### config.mk
export PLATFORM = sky130hd
export DESIGN_NAME = fetch_unit
export DESIGN_NICKNAME = d
export VERILOG_FILES = /design/src/rtl/fetch_pkg.sv /design/src/rtl/fetch_unit.sv
export SDC_FILE = /design/constraint.sdc
export NUM_CORES = 1
export LEC_CHECK = 0
export CORE_MARGIN = 2
export CORE_UTILIZATION = 47
export CTS_BUF_LIST = sky130_fd_sc_hd__clkbuf_16
export DETAILED_ROUTE_END_ITERATION = 10
export GPL_TIMING_DRIVEN = 0
export HOLD_SLACK_MARGIN = 0.1
export PLACE_DENSITY = 0.81
export SYNTH_ARGS = -nofsm -noshare
export SYNTH_HDL_FRONTEND = slang
export SYNTH_SLANG_ARGS = --single-unit
### constraint.sdc
create_clock -name clk -period 2.1 [get_ports clk]
set_input_delay 0.42 -clock clk [delete_from_list [all_inputs] [get_ports clk]]
set_output_delay 0.42 -clock clk [all_outputs]
set_load 0.01 [all_outputs]
### src/rtl/fetch_pkg.sv
// Shared types and constants for the instruction fetch stage.
package fetch_pkg;

  typedef enum logic [1:0] {
    FETCH_REQUEST = 2'd0,
    FETCH_WAIT    = 2'd1,
    FETCH_DISCARD = 2'd2
  } fetch_state_t;

  localparam int INSTRUCTION_BYTES = 4;

endpackage

### src/rtl/fetch_unit.sv
// Instruction fetch: owns the PC, keeps one memory request in flight and
// holds each returned word in a single-entry register toward decode.
module fetch_unit
  import fetch_pkg::*;
#(
  parameter int ADDRESS_WIDTH     = 32,
  parameter int INSTRUCTION_WIDTH = 32,
  parameter logic [ADDRESS_WIDTH-1:0] RESET_PC = '0
) (
  input  logic                         clk,
  input  logic                         rst,
  output logic                         imem_req_valid,
  input  logic                         imem_req_ready,
  output logic [ADDRESS_WIDTH-1:0]     imem_req_addr,
  input  logic                         imem_resp_valid,
  input  logic [INSTRUCTION_WIDTH-1:0] imem_resp_data,
  output logic [INSTRUCTION_WIDTH-1:0] instruction_data,
  output logic [ADDRESS_WIDTH-1:0]     instruction_pc,
  output logic                         instruction_valid,
  input  logic                         instruction_ready,
  input  logic                         redirect_valid,
  input  logic [ADDRESS_WIDTH-1:0]     redirect_pc,
  output logic                         fetch_misaligned
);

  fetch_state_t             state;
  logic [ADDRESS_WIDTH-1:0] pc;
  logic [ADDRESS_WIDTH-1:0] inflight_pc;
  logic                     req_fire;

  function automatic logic [ADDRESS_WIDTH-1:0] word_align(input logic [ADDRESS_WIDTH-1:0] a);
    return {a[ADDRESS_WIDTH-1:2], 2'b00};
  endfunction

  // Only issue when the output register is guaranteed free by the time the word lands.
  assign imem_req_valid = rst && (state == FETCH_REQUEST) &&
                          (!instruction_valid || instruction_ready);
  assign imem_req_addr  = pc;
  assign req_fire       = imem_req_valid && imem_req_ready;

  always_ff @(posedge clk) begin
    if (!rst) begin
      state             <= FETCH_REQUEST;
      pc                <= RESET_PC;
      inflight_pc       <= RESET_PC;
      instruction_valid <= 1'b0;
      instruction_data  <= '0;
      instruction_pc    <= '0;
      fetch_misaligned  <= 1'b0;
    end else begin
      fetch_misaligned <= 1'b0;
      if (instruction_valid && instruction_ready)
        instruction_valid <= 1'b0;

      unique case (state)
        FETCH_REQUEST: begin
          if (req_fire) begin
            inflight_pc <= pc;
            state       <= FETCH_WAIT;
          end
        end
        FETCH_WAIT: begin
          if (imem_resp_valid) begin
            instruction_data  <= imem_resp_data;
            instruction_pc    <= inflight_pc;
            instruction_valid <= 1'b1;
            pc                <= inflight_pc + ADDRESS_WIDTH'(INSTRUCTION_BYTES);
            state             <= FETCH_REQUEST;
          end
        end
        FETCH_DISCARD: begin
          if (imem_resp_valid)
            state <= FETCH_REQUEST;
        end
        default: state <= FETCH_REQUEST;
      endcase

      // Redirect overrides everything above: flush the output and retarget the PC.
      if (redirect_valid) begin
        pc                <= word_align(redirect_pc);
        instruction_valid <= 1'b0;
        fetch_misaligned  <= |redirect_pc[1:0];
        unique case (state)
          FETCH_REQUEST: state <= req_fire ? FETCH_DISCARD : FETCH_REQUEST;
          FETCH_WAIT:    state <= imem_resp_valid ? FETCH_REQUEST : FETCH_DISCARD;
          FETCH_DISCARD: state <= imem_resp_valid ? FETCH_REQUEST : FETCH_DISCARD;
          default:       state <= FETCH_REQUEST;
        endcase
      end
    end
  end

endmodule

After elaboration in Yosys (flattened, before gate mapping):

Index checks and enable logic that the tools add are counted.

* flip-flop bits (word level): 132
* bits of input ports: 70
* output and inout bits: 99
* logic and storage cells: 44

* $add $sub $neg: 1
* eq/ne operators: 4
* mux-type cells: 13
* bitwise logic cells: 1
* reductions and logical operators: 17

Operator list (number)
* 32-bit two-way mux: 3
* 32-bit by 3-bit adder with 32-bit output (second input constant): 1
* 2-bit two-way mux: 5
* 2-bit AND reduction: 5
* 2-bit case mux with 2 select lines: 2
* 2-bit OR reduction: 3
* 1-bit logical AND: 4
* 2-bit nonzero test: 2
* 1-bit two-way mux: 3
* 3-bit by 1-bit inequality test with 1-bit output (second input constant): 1
* 3-bit inequality test (second input constant): 1
* 2-bit by 1-bit equality test with 1-bit output (second input constant): 1
* 2-bit equality test (second input constant): 1
* 2-bit zero test: 1
* 1-bit zero test: 1
* 1-bit logical OR: 1
* 1-bit inverter: 1

Longest topological paths before layout:

* depth after elaboration: 7
* gate-level depth with buffers: 8
* depth with buffers taken out: 7

Least setup slack after synthesis:

No wires, ideal clock.

* kind: register to register
* from: register inflight_pc[11]
* to: register pc[31], in the netlist imem_req_addr[31]
* library setup time: 79 ps
* data arrival time: 1793 ps
* data required time: 2021 ps
* setup slack: 228 ps
* cell stages (with the launch flop): 7
* path buffers: 1
* period minus slack after synthesis: 1872 ps
* cell sequence: dfxtp_1 -> nand4_4 -> or4b_1 -> buf_6 -> nor3_2 -> mux2_1 -> o211ai_1

* word-level cells in the longest chain between the ends: 4

Ends and longest elaborated chain
* from (decl): line fetch_unit.sv:28 `logic [ADDRESS_WIDTH-1:0] inflight_pc;`
* from (signal assigned): line fetch_unit.sv:58 `inflight_pc <= pc;`
* 32-bit by 3-bit adder with 32-bit output: line fetch_unit.sv:67 `pc <= inflight_pc + ADDRESS_WIDTH'(INSTRUCTION_BYTES);`
* 32-bit two-way mux: line fetch_unit.sv:63 `if (imem_resp_valid) begin`
* 32-bit two-way mux: line fetch_unit.sv:55 `unique case (state)`
* 32-bit two-way mux: line fetch_unit.sv:79 `if (redirect_valid) begin`
* to (signal assigned): line fetch_unit.sv:67
* to (signal assigned): line fetch_unit.sv:80 `pc <= word_align(redirect_pc);`
* to (decl): line fetch_unit.sv:27 `logic [ADDRESS_WIDTH-1:0] pc;`

Every way passes these cells. The select of a mux whose other input is x is not followed.
A chain may end at the register's enable or synchronous reset.

Final worst setup path:

* from: register inflight_pc[12]
* to: register pc[31], in the netlist imem_req_addr[31]

The elaborated chain is that of the path after synthesis.

==> reports/summary.log <==
[run_status] status complete, no violations
[route] detailed-route via count 5,623
[floorplanning] die area 13,000 µm²
[timing] Fin Clk Skew 6.07 ps
[worst_setup_path] CP startpoint kind flip-flop
[timing] final-report setup violation count 0
[grt] residual overflow from global routing 0
[synthesis] distinct cell type count of the synthesized netlist 47
[hold_path] number of cells on the worst hold path 2
[cts] clk buf depth 2
[finish] area added between synthesis and finish 42.8%
[worst_setup_path] CP Data Required Time 2440 ps
[route] ANT nets after route 0
[synthesis] synthesized net count 802
[floorplanning] I/O pin cnt 169
[floorplanning] area of the core 11,900 µm²
[worst_setup_path] kind of end point of the critical path flip-flop
[timing] worst slew slack as a fraction of its limit 0.559
[floorplanning] row count 40
[finish] number of antenna repair diodes 0
[cts] later-pin clock latency in the skew report 420 ps
[grt] overall track demand over capacity in global routing 0.263
[pwr] leakage dissipation 0.00278 µW
[cts] Clock Sink Count 132
[route] wire length per cell after detailed routing 15.7 µm
[timing] post-route setup slack 104 ps
[finish] Post-Route Utilization 0.683
[timing] Peak Freq 0.501 GHz
[hold_path] min-delay src instruction_pc[16]
[synthesis] number of flops mapped to enable cells by yosys 0
[run] maximum capacitance violations 0
[cts] clk slew on worst S/H paths 60 ps
[timing] final period demand of the worst path 2000 ps
[pwr] Power Total 5980 µW
[worst_setup_path] number of cells on the worst reg-to-reg path 6
[timing] max-slew violations 0
[worst_setup_path] Reg2Reg Capture Point imem_req_addr[31]
[worst_setup_path] CP max FO 10
[route] DRT iter0 DRCs 393
[worst_setup_path] Data arrival, critical path 2330 ps
[route] number of vias per cell after detailed routing 5.23
[worst_setup_path] minimum setup slack among reg-to-reg paths 100 ps
[worst_setup_path] FF-to-FF Start inflight_pc[12]
[floorplanning] starting utilization of the core area 0.478
[synthesis] prevailing post-synth register cell sky130_fd_sc_hd__dfxtp_1
[grt] largest net degree at the start of global routing 17
[timing] endpoints failing hold 0
[hold_path] worst min path class reg2reg
[synthesis] number of register bits inferred by synthesis 132
[hold_path] Worst Hold Path EP instruction_pc[16]
[place] placement-stage worst setup slack -473 ps
[floorplanning] y dimension of the die 114 µm
[place] HPWL Detailed 12,000 µm
[floorplanning] horizontal die dimension 114 µm
[synthesis] portion of the post-synthesis area used by sequential elements 0.464
[cts] Clk Tree Root Cell sky130_fd_sc_hd__clkbuf_16
[route] first-pass iteration count of the detailed router 5
[place] number of input and output port buffers inserted 167
[pwr] highest ir drop seen on vdd 0.624 mV
[synthesis] number of cells produced by synthesis 728
[cts] CTS HTree Levels 4
[synthesis] average size of a mapped cell 7.83 µm²
[timing] measured slew at the worst slew-check pin 662 ps
[route] number of remaining DRC errors 0
[finish] Nets 989
[pwr] Pwr Density 734 nW/µm²
[timing] final cycle utilization of the critical path 0.951
[grt] initial antenna violation count 0
[worst_setup_path] critical path class reg2reg
[finish] proportion of layout cells with a drive suffix above 1 0.0647
[synthesis] number of warnings issued by yosys 0
[route] Detailed Route WL 16,900 µm
[place] final weighted congestion in routability-driven placement 0.872
[synthesis] total standard cell area after synthesis 5700 µm²
[cts] clock tree from TritonCTS yes
[cts] number of buffers created by CTS 17
[synthesis] share of flip-flops with an asynchronous set or reset 0
[grt] wire length of the first global-routing pass 26,500 µm
[grt] number of global-route vias before repair 5,189
cells in the final DEF, fill, tap and decap left out, types with 5 or more instances in the layout:
cell type / instances
sky130_fd_sc_hd__clkbuf_2: 14
sky130_fd_sc_hd__nand4_1: 7
sky130_fd_sc_hd__nor2b_1: 7
sky130_fd_sc_hd__nor2_1: 17
sky130_fd_sc_hd__inv_1: 7
sky130_fd_sc_hd__nor3_2: 7
sky130_fd_sc_hd__nand2_1: 258
sky130_fd_sc_hd__clkinv_2: 5
sky130_fd_sc_hd__a21boi_0: 68
sky130_fd_sc_hd__clkinv_1: 5
sky130_fd_sc_hd__a21oi_1: 14
sky130_fd_sc_hd__dfxtp_1: 129
sky130_fd_sc_hd__nand3_1: 12
sky130_fd_sc_hd__clkbuf_1: 33
sky130_fd_sc_hd__nor3_1: 10
sky130_fd_sc_hd__clkdlybuf4s50_1: 166
sky130_fd_sc_hd__o21ai_0: 59
sky130_fd_sc_hd__nand2b_1: 6
sky130_fd_sc_hd__o21ai_1: 5
sky130_fd_sc_hd__xor2_1: 14
sky130_fd_sc_hd__xnor2_1: 10
sky130_fd_sc_hd__clkbuf_16: 17
routing by layer:
layer,global-route usage,share of wire
met1,0.340,0.44
met2,0.420,0.46
met3,0.0842,0.086
met4,0.0854,0.014
met5,0,0
where the power goes:
group | switching (µW) | total, µW | internal [µW]
Clock | 1070 | 2770 | 1700
Combinational | 261 | 550 | 289
Sequential | 73.3 | 2650 | 2580
cell families after synthesis:
group	synth area share
AOI/OAI and AO/OA	0.183
adders and majority gates	0.00878
DFF	0.464
xor gates and xnor gates	0.0369
muxes	0.00549
buffers and inverters	0.0413
and+or+nand+nor	0.260
state kept, by name, summed over array words and instances (netlist names):
signal / cells
imem_req_addr: 32
instruction_data: 32
inflight_pc: 32
instruction_pc: 32
instruction_valid: 1
fetch_misaligned: 1
state: 2
critical path: stages, from the launching register on:
cell and delay [ps]:
sky130_fd_sc_hd__dfxtp_1 450, sky130_fd_sc_hd__nand4_4 170, sky130_fd_sc_hd__or4b_1 540, sky130_fd_sc_hd__buf_6 170, sky130_fd_sc_hd__nor3_2 160, sky130_fd_sc_hd__mux2_1 330
sky130_fd_sc_hd__o211ai_1 90
synthesized netlist by cell type, types with 7 or more instances:
cell                       number  area [µm²]
sky130_fd_sc_hd__a21boi_0      68         510
sky130_fd_sc_hd__a21oi_1       14        70.1
sky130_fd_sc_hd__clkbuf_1      45         169
sky130_fd_sc_hd__dfxtp_1      132        2640
sky130_fd_sc_hd__nand2_1      258         968
sky130_fd_sc_hd__nand3_1       13        65.1
sky130_fd_sc_hd__nand4_1        7        43.8
sky130_fd_sc_hd__nor2_1        17        63.8
sky130_fd_sc_hd__nor2b_1        7        43.8
sky130_fd_sc_hd__nor3_1        10        50.1
sky130_fd_sc_hd__nor3_2         7        70.1
sky130_fd_sc_hd__o21ai_0       59         295
sky130_fd_sc_hd__xnor2_1       10        87.6
sky130_fd_sc_hd__xor2_1        14         123
worst max-delay path by stage:
stage	startpoint	end	slack, ps	cells past startpoint
floorplan	inflight_pc[11]	imem_req_addr[31]	230	6
detailed placement	imem_resp_valid	imem_req_addr[6]	-470	7
global placement	imem_resp_valid	instruction_pc[6]	-440	6
CTS	state[1]	instruction_data[10]	7	7
global route	inflight_pc[12]	imem_req_addr[31]	-10	6
finish	inflight_pc[12]	imem_req_addr[31]	100	6
area by class of cell:
| type | instances | area (µm²) |
|---|---|---|
| Buffer | 53 | 228 |
| Clock buffer | 17 | 425 |
| Clock inverter | 15 | 123 |
| Fill cell | 1010 | 3770 |
| Inverter | 6 | 22.5 |
| Multi-Input combinational cell | 536 | 2830 |
| Sequential cell | 132 | 2650 |
| Tap cell | 147 | 184 |
| Timing Repair Buffer | 169 | 1690 |
stage by stage:
step                      instances  setup TNS (ps)  hold slack [ps]  instance area (µm²)
final                          1075               0              459                 8140
after global routing           1075           -12.2              486                 8140
after CTS                      1074               0              464                 8110
after detailed placement       1042          -40240              458                 7550
after global placement         1042          -35980              449                 7550
after floorplan                 728               0              436                 5700
repair_timing:
item	in CTS	in global routing
setup endpoints to repair	42	100
setup buffers	0	2
hold buffers	0	0
pin swaps	0	1
gates cloned	0	0
gates resized for setup	8	18
Power figures use the tool's default switching activity.
